`config.mk`:
```
export PLATFORM = sky130hd
export DESIGN_NAME = hazard_fwd_unit_flat
export DESIGN_NICKNAME = d
export VERILOG_FILES = /design/src/rtl/hazard_pkg.sv /design/src/rtl/hazard_fwd_unit_if.sv /design/src/rtl/hazard_fwd_cmp.sv /design/src/rtl/hazard_fwd_unit.sv /design/src/flat_wrapper.sv
export SDC_FILE = /design/constraint.sdc
export NUM_CORES = 1
export LEC_CHECK = 0
export CORE_UTILIZATION = 37
export DETAILED_ROUTE_END_ITERATION = 12
export PLACE_DENSITY = 0.84
export SETUP_SLACK_MARGIN = 0.4
export SKIP_CTS_REPAIR_TIMING = 1
export SYNTH_ARGS = -nofsm -noshare
export SYNTH_HDL_FRONTEND = slang
export SYNTH_HIERARCHICAL = 1
export SYNTH_SLANG_ARGS = --single-unit
```
`constraint.sdc`:
```
create_clock -name clk -period 3.3 [get_ports clk]
set_clock_uncertainty 0.15 [all_clocks]
set_input_delay 0.66 -clock clk [delete_from_list [all_inputs] [get_ports clk]]
set_output_delay 0.66 -clock clk [all_outputs]
set_load 0.02 [all_outputs]
```
`src/rtl/hazard_pkg.sv`:
```
// Shared encodings for the hazard/forwarding unit: bypass selects, FSM states
// and the default register-address width.
package hazard_pkg;

    localparam int DEF_REG_AW = 5;

    typedef enum logic [1:0] {
        FWD_RF  = 2'b00,
        FWD_MEM = 2'b01,
        FWD_WB  = 2'b10
    } fwd_sel_e;

    typedef enum logic {
        IDLE    = 1'b0,
        MC_BUSY = 1'b1
    } hz_state_e;

endpackage

```
`src/rtl/hazard_fwd_unit_if.sv`:
```
// Pipeline-side bundle of the hazard/forwarding unit. The pipeline is the
// master (drives stage addresses and controls); the unit is the slave.
interface hazard_fwd_unit_if
    import hazard_pkg::*;
#(
    parameter int NUM_SRC = 2,
    parameter int REG_AW  = DEF_REG_AW
);
    logic [NUM_SRC*REG_AW-1:0] rs_id;
    logic [NUM_SRC*REG_AW-1:0] rs_ex;
    logic [REG_AW-1:0]         rd_ex;
    logic [REG_AW-1:0]         rd_mem;
    logic [REG_AW-1:0]         rd_wb;
    logic                      regwr_ex;
    logic                      regwr_mem;
    logic                      regwr_wb;
    logic                      memrd_ex;
    logic                      mc_start;
    logic                      flush;
    logic [NUM_SRC*2-1:0]      fwd_sel;
    logic                      stall_if;
    logic                      stall_id;
    logic                      bubble_ex;
    logic                      busy;

    modport master (
        output rs_id, rs_ex, rd_ex, rd_mem, rd_wb,
        output regwr_ex, regwr_mem, regwr_wb, memrd_ex, mc_start, flush,
        input  fwd_sel, stall_if, stall_id, bubble_ex, busy
    );

    modport slave (
        input  rs_id, rs_ex, rd_ex, rd_mem, rd_wb,
        input  regwr_ex, regwr_mem, regwr_wb, memrd_ex, mc_start, flush,
        output fwd_sel, stall_if, stall_id, bubble_ex, busy
    );
endinterface

```
`src/rtl/hazard_fwd_cmp.sv`:
```
// One source-operand slot: bypass select against MEM/WB and a match of the
// ID-stage source against the EX destination for load-use detection.
module hazard_fwd_cmp
    import hazard_pkg::*;
#(
    parameter int REG_AW = DEF_REG_AW
) (
    input  logic [REG_AW-1:0] rs_ex_i,
    input  logic [REG_AW-1:0] rs_id_i,
    input  logic [REG_AW-1:0] rd_ex_i,
    input  logic [REG_AW-1:0] rd_mem_i,
    input  logic [REG_AW-1:0] rd_wb_i,
    input  logic              regwr_mem_i,
    input  logic              regwr_wb_i,
    output logic [1:0]        fwd_sel_o,
    output logic              id_match_o
);
    logic mem_hit;
    logic wb_hit;

    // x0 is hardwired zero, so a write to it never produces a forwardable value
    assign mem_hit = regwr_mem_i && (rd_mem_i != '0) && (rd_mem_i == rs_ex_i);
    assign wb_hit  = regwr_wb_i  && (rd_wb_i  != '0) && (rd_wb_i  == rs_ex_i);

    always_comb begin
        fwd_sel_o = FWD_RF;
        if (mem_hit) begin
            fwd_sel_o = FWD_MEM;
        end else if (wb_hit) begin
            fwd_sel_o = FWD_WB;
        end
    end

    assign id_match_o = (rd_ex_i != '0) && (rd_ex_i == rs_id_i);
endmodule

```
`src/rtl/hazard_fwd_unit.sv`:
```
// Hazard detection and operand forwarding for an in-order pipeline.
// Optional stall-cycle performance counter enabled by HAZARD_PERF_CNT_EN.
module hazard_fwd_unit
    import hazard_pkg::*;
#(
    parameter int NUM_SRC = 2,
    parameter int REG_AW  = DEF_REG_AW,
    parameter int MC_LAT  = 4,
    parameter int CNT_W   = 32
) (
    input  logic                 clk,
    input  logic                 rst_n,
    hazard_fwd_unit_if.slave     bus
`ifdef HAZARD_PERF_CNT_EN
    ,
    output logic [CNT_W-1:0]     stall_cycles
`endif
);
    localparam int MC_W = $clog2(MC_LAT + 1);

    if ((NUM_SRC < 1) || (NUM_SRC > 4)) begin : g_bad_num_src
        $error("hazard_fwd_unit: NUM_SRC must be 1..4");
    end
    if (MC_LAT < 2) begin : g_bad_mc_lat
        $error("hazard_fwd_unit: MC_LAT must be >= 2");
    end
    if (CNT_W < 1) begin : g_bad_cnt_w
        $error("hazard_fwd_unit: CNT_W must be >= 1");
    end

    logic [NUM_SRC*2-1:0] fwd_sel_w;
    logic [NUM_SRC-1:0]   id_match_w;
    logic                 load_use_w;
    logic                 stall_w;
    logic                 bubble_w;

    hz_state_e            state_q;
    logic [MC_W-1:0]      cnt_q;
    logic                 busy_q;

    for (genvar gi = 0; gi < NUM_SRC; gi++) begin : g_slot
        hazard_fwd_cmp #(
            .REG_AW (REG_AW)
        ) u_cmp (
            .rs_ex_i     (bus.rs_ex[gi*REG_AW +: REG_AW]),
            .rs_id_i     (bus.rs_id[gi*REG_AW +: REG_AW]),
            .rd_ex_i     (bus.rd_ex),
            .rd_mem_i    (bus.rd_mem),
            .rd_wb_i     (bus.rd_wb),
            .regwr_mem_i (bus.regwr_mem),
            .regwr_wb_i  (bus.regwr_wb),
            .fwd_sel_o   (fwd_sel_w[gi*2 +: 2]),
            .id_match_o  (id_match_w[gi])
        );
    end

    assign load_use_w = bus.memrd_ex && bus.regwr_ex && (|id_match_w);

    // mc_start outranks a coincident load-use: the multicycle stall covers it,
    // so no bubble is needed; flush overrides every stall request.
    assign stall_w  = !bus.flush &&
                      (((state_q == IDLE) && (load_use_w || bus.mc_start)) ||
                       (state_q == MC_BUSY));
    assign bubble_w = bus.flush ||
                      ((state_q == IDLE) && load_use_w && !bus.mc_start);

    always_ff @(posedge clk or negedge rst_n) begin
        if (!rst_n) begin
            state_q <= IDLE;
            cnt_q   <= '0;
            busy_q  <= 1'b0;
        end else if (bus.flush) begin
            state_q <= IDLE;
            cnt_q   <= '0;
            busy_q  <= 1'b0;
        end else begin
            case (state_q)
                IDLE: begin
                    if (bus.mc_start) begin
                        // The start cycle itself is the first of MC_LAT stalls
                        state_q <= MC_BUSY;
                        cnt_q   <= MC_W'(MC_LAT - 1);
                        busy_q  <= 1'b1;
                    end
                end
                MC_BUSY: begin
                    if (cnt_q == MC_W'(1)) begin
                        state_q <= IDLE;
                        cnt_q   <= '0;
                        busy_q  <= 1'b0;
                    end else begin
                        cnt_q   <= cnt_q - MC_W'(1);
                    end
                end
                default: begin
                    state_q <= IDLE;
                    cnt_q   <= '0;
                    busy_q  <= 1'b0;
                end
            endcase
        end
    end

`ifdef HAZARD_PERF_CNT_EN
    logic [CNT_W-1:0] stall_cnt_q;

    always_ff @(posedge clk or negedge rst_n) begin
        if (!rst_n) begin
            stall_cnt_q <= '0;
        end else if (stall_w && (stall_cnt_q != '1)) begin
            stall_cnt_q <= stall_cnt_q + CNT_W'(1);
        end
    end

    assign stall_cycles = stall_cnt_q;
`endif

    assign bus.fwd_sel   = fwd_sel_w;
    assign bus.stall_if  = stall_w;
    assign bus.stall_id  = stall_w;
    assign bus.bubble_ex = bubble_w;
    assign bus.busy      = busy_q;
endmodule

```
`src/flat_wrapper.sv`:
```
// flat-port wrapper written by rule: the top's interface ports become plain ports
module hazard_fwd_unit_flat import hazard_pkg::*;
#(
    parameter int NUM_SRC = 2,
    parameter int REG_AW  = DEF_REG_AW,
    parameter int MC_LAT  = 4,
    parameter int CNT_W   = 32
)
  (clk, rst_n, bus_rs_id, bus_rs_ex, bus_rd_ex, bus_rd_mem, bus_rd_wb, bus_regwr_ex, bus_regwr_mem, bus_regwr_wb, bus_memrd_ex, bus_mc_start, bus_flush, bus_fwd_sel, bus_stall_if, bus_stall_id, bus_bubble_ex, bus_busy);
  hazard_fwd_unit_if #(.NUM_SRC(NUM_SRC), .REG_AW(REG_AW)) bus_i ();
  input  logic clk;
  input  logic rst_n;
  input wire logic [$bits(bus_i.rs_id)-1:0] bus_rs_id;
  input wire logic [$bits(bus_i.rs_ex)-1:0] bus_rs_ex;
  input wire logic [$bits(bus_i.rd_ex)-1:0] bus_rd_ex;
  input wire logic [$bits(bus_i.rd_mem)-1:0] bus_rd_mem;
  input wire logic [$bits(bus_i.rd_wb)-1:0] bus_rd_wb;
  input wire logic [$bits(bus_i.regwr_ex)-1:0] bus_regwr_ex;
  input wire logic [$bits(bus_i.regwr_mem)-1:0] bus_regwr_mem;
  input wire logic [$bits(bus_i.regwr_wb)-1:0] bus_regwr_wb;
  input wire logic [$bits(bus_i.memrd_ex)-1:0] bus_memrd_ex;
  input wire logic [$bits(bus_i.mc_start)-1:0] bus_mc_start;
  input wire logic [$bits(bus_i.flush)-1:0] bus_flush;
  output wire logic [$bits(bus_i.fwd_sel)-1:0] bus_fwd_sel;
  output wire logic [$bits(bus_i.stall_if)-1:0] bus_stall_if;
  output wire logic [$bits(bus_i.stall_id)-1:0] bus_stall_id;
  output wire logic [$bits(bus_i.bubble_ex)-1:0] bus_bubble_ex;
  output wire logic [$bits(bus_i.busy)-1:0] bus_busy;
  assign bus_i.rs_id = bus_rs_id;
  assign bus_i.rs_ex = bus_rs_ex;
  assign bus_i.rd_ex = bus_rd_ex;
  assign bus_i.rd_mem = bus_rd_mem;
  assign bus_i.rd_wb = bus_rd_wb;
  assign bus_i.regwr_ex = bus_regwr_ex;
  assign bus_i.regwr_mem = bus_regwr_mem;
  assign bus_i.regwr_wb = bus_regwr_wb;
  assign bus_i.memrd_ex = bus_memrd_ex;
  assign bus_i.mc_start = bus_mc_start;
  assign bus_i.flush = bus_flush;
  assign bus_fwd_sel = bus_i.fwd_sel;
  assign bus_stall_if = bus_i.stall_if;
  assign bus_stall_id = bus_i.stall_id;
  assign bus_bubble_ex = bus_i.bubble_ex;
  assign bus_busy = bus_i.busy;
  hazard_fwd_unit #(.NUM_SRC(NUM_SRC), .REG_AW(REG_AW), .MC_LAT(MC_LAT), .CNT_W(CNT_W)) u_core (.clk(clk), .rst_n(rst_n), .bus(bus_i));
endmodule
```
==> impl_metrics.csv <==
group,metric,value,unit
worst_hold_path,min_from,"u_core/bus.busy",
detailed_routing,wl_met2,1110,um
pwr,p_comb_frac,0.503,
detailed_routing,drt-initial-drc-count,14,
layout,area_growth,76.6,%
detailed_routing,totalWireLength,2150,um
detailed_routing,drtPass1Iterations,4,
pwr,seqPwrFrac,0.254,
critical_path,max_stage_delay,0.44,ns
run,cap_viol_max_count,0,
floorplan,core_area,0.00178,mm2
critical_path,rr_startpoint,"u_core/cnt_q[0]",
synth,ys_top_cells_by_area,"dfrtp_1 17%, xnor2_1 14%, xor2_1 14%, nor3_1 5.5%, a21oi_1 4.8%",
synth,syn-num-nets,135,
sta,hold_viol,0,
detailed_routing,routed_via_density,5.08,
synth,synth_top_family_by_area,"simple AND/OR/NAND/NOR gates",
sta,maxSlewViolCount,0,
detailed_routing,num_vias,848,
critical_path,startpoint_type,"primary input",
pwr,p_switching,0.0896,mW
floorplan,die_h,46.3,um
detailed_routing,drc,0,
global_route,grt_use_total,0.196,
sta,holdWs,0.372,ns
floorplan,io_pins,51,
pwr,internal_power,0.195,mW
pwr,finalPower,0.284,mW
synth,yosysWarnings,6,
layout,layout_common_cells,"34 x clkdlybuf4s50_1, 12 x xnor2_1, 12 x xor2_1",
detailed_routing,wl_met1,859,um
clock_network,clockBufferDepth,2,
detailed_routing,wl_per_cell,12.9,um
synth,syn_avg_cell_area,8.06,um2
critical_path,critical_path.cell_chain,"clkdlybuf4s50_1 -> nor4_2 -> nor3_1 -> a21oi_1 -> nor2_1 -> o211ai_1 -> a21oi_1 -> buf_4",
clock_network,cts_sinks,5,
sta,relSlewSlack,0.766,
placement,dp_hpwl,1790,um
synth,synthCells,90,
global_route,grt_pass1_wl,3010,um
layout,layout.cells.most_common,"clkdlybuf4s50_1",
layout,nets,188,
synth,yosys.area.top_type,"dfrtp_1",
synth,synth.distinct_cells,29,
floorplan,rows,15,
layout,final_util,0.719,
status,outcome,"completed",
pwr,ir_worst_vdd,0.197,mV
sta,rsz0062_at_grt,"yes",
layout,diodes,0,
synth,synth-xor-area-share,0.290,
critical_path,end_kind,"primary output",
synth,synth.ff_latch_count,5,
synth,synthFlopType,"dfrtp_1",
sta,period_share,0.869,
pwr,p_per_area,222,mW/mm2
sta,worst_pin_slew,0.348,ns
layout,fill_cells,144,
clock_network,cts_buffers,3,
critical_path,critPathKind,"in2out",
pwr,p_leak,0.557,nW
worst_hold_path,holdCritPathClass,"reg2reg",
global_route,gr-total-overflow,0,
sta,period_needed,2.87,ns
synth,ys_seq_area_frac,0.172,
pwr,clkPwrFrac,0.243,
critical_path,cp.required,2.49,ns
global_route,grt_pass1_vias,768,
placement,port_buffers,50,
sta,max_freq,349,MHz
detailed_routing,met3_wirelength,154,um
detailed_routing,ant_nets,0,
synth,muxShareOfSynthArea,0,
critical_path,cp_top_family,"buffers and inverters",
placement,gp_congestion,0.814,
clock_network,cts_tree,"yes",
global_route,antenna_found_initial,0,
synth,synth_top_area_frac,0.172,
clock_network,cts_root_buf,"clkbuf_4",
clock_network,clk_latency,0.24,ns
sta,setup_viol,0,
floorplan,initial_core_util,0.407,
synth,synth_edf_count,0,
clock_network,clkTransAtPathRegs,0.04,ns
floorplan,die_x,46.3,um
synth,synth_fa_ha_area_frac,0.0345,
critical_path,cp_slowest_cell,"clkdlybuf4s50_1",
floorplan,dieArea,0.00214,mm2
synth,netlist_area,726,um2
critical_path,crit_start,"bus_rs_id[8]",
synth,synth_compound_area_frac,0.124,
clock_network,h-tree-depth,1,
layout,final_layout_size_suffix_gt1_frac,0.162,
critical_path,worst-path-buf-inv,2,
detailed_routing,highest_layer,"met4",
global_route,grt_max_degree,9,
critical_path,crit_top_cell,"a21oi_1",
synth,yosys.area_share.simple,0.333,
synth,async_flop_share,1.00,
critical_path,arrival,2.06,ns
critical_path,cp_max_fo,2,
pwr,p_sw_frac,0.315,
==> logic make-up (layout without fill, tap and decap cells) <==
kind of cell,after synthesis,count (layout)
AND/OR/NAND/NOR,38,38
XOR/XNOR,24,24
AO/OA/AOI/OAI,15,15
buffers and inverters,6,58
flip-flops,5,5
adder cells (fa/ha/maj),2,2
==> path summary, 6_finish.rpt <==
check	end	slack, ns	cells after the start
min in group asynchronous	u_core/state_q	0.49	1
min reg2reg	u_core/bus.busy	0.37	2
min	u_core/bus.busy	0.37	2
max in group asynchronous	u_core/cnt_q[1]	2.32	1
max reg2reg	u_core/cnt_q[2]	1.98	5
max	bus_stall_id	0.43	8
==> cell type report <==
type / count / area, um2 / share of cell area
inverters: 3 / 11.3 / 0.00879
multi-input cells: 79 / 584 / 0.456
well taps: 25 / 31.3 / 0.0244
clock buffers: 4 / 26.3 / 0.0205
flip-flops and latches: 5 / 125 / 0.0977
repair buffers: 51 / 503 / 0.393
==> sequential cells by signal (all words and copies together), names as in the netlist <==
register         cells
u_core/cnt_q         3
u_core/bus.busy      1
u_core/state_q       1
==> worst reg2reg max path, stage by stage (launching register included) <==
cell and delay, ns:
dfrtp_1 0.41, inv_1 0.09, ha_1 0.17, nor3b_1 0.17, o21ai_0 0.09, a21oi_1 0.16
==> routing by layer <==
metal  track usage  vias to the layer above
li1              -                      425
met1         0.212                      375
met2         0.358                       44
met3        0.0588                        4
met4        0.0647                        0
met5             0                        -
==> power by group through the flow <==
stage	sequential, mW	clock (mW)	combinational [mW]
6_report	0.0722	0.0690	0.143
2_1_floorplan	0.0729	0	0.0584
4_1_cts	0.0723	0.0726	0.144
3_3_place_gp	0.0726	0	0.140
3_5_place_dp	0.0732	0	0.143
5_1_grt	0.0730	0.0757	0.154
==> cell usage after synthesis (3+ instances only) <==
| master | number |
|---|---|
| nor4_1 | 4 |
| inv_1 | 3 |
| dfrtp_1 | 5 |
| nor2_1 | 4 |
| nand2_1 | 3 |
| nor3_1 | 8 |
| buf_4 | 3 |
| xor2_1 | 12 |
| xnor2_1 | 12 |
| a21oi_1 | 7 |
==> through the flow <==
stage	TNS, ns	cell area (um2)	setup slack, ns	instances
6_report	0	1280	0.433	167
3_3_place_gp	-0.364	1240	-0.103	163
4_1_cts	-0.543	1270	-0.144	167
3_5_place_dp	-0.518	1240	-0.144	163
2_1_floorplan	0	726	0.758	90
5_1_grt	0	1280	0.351	167
Power figures use the tool's default switching activity.
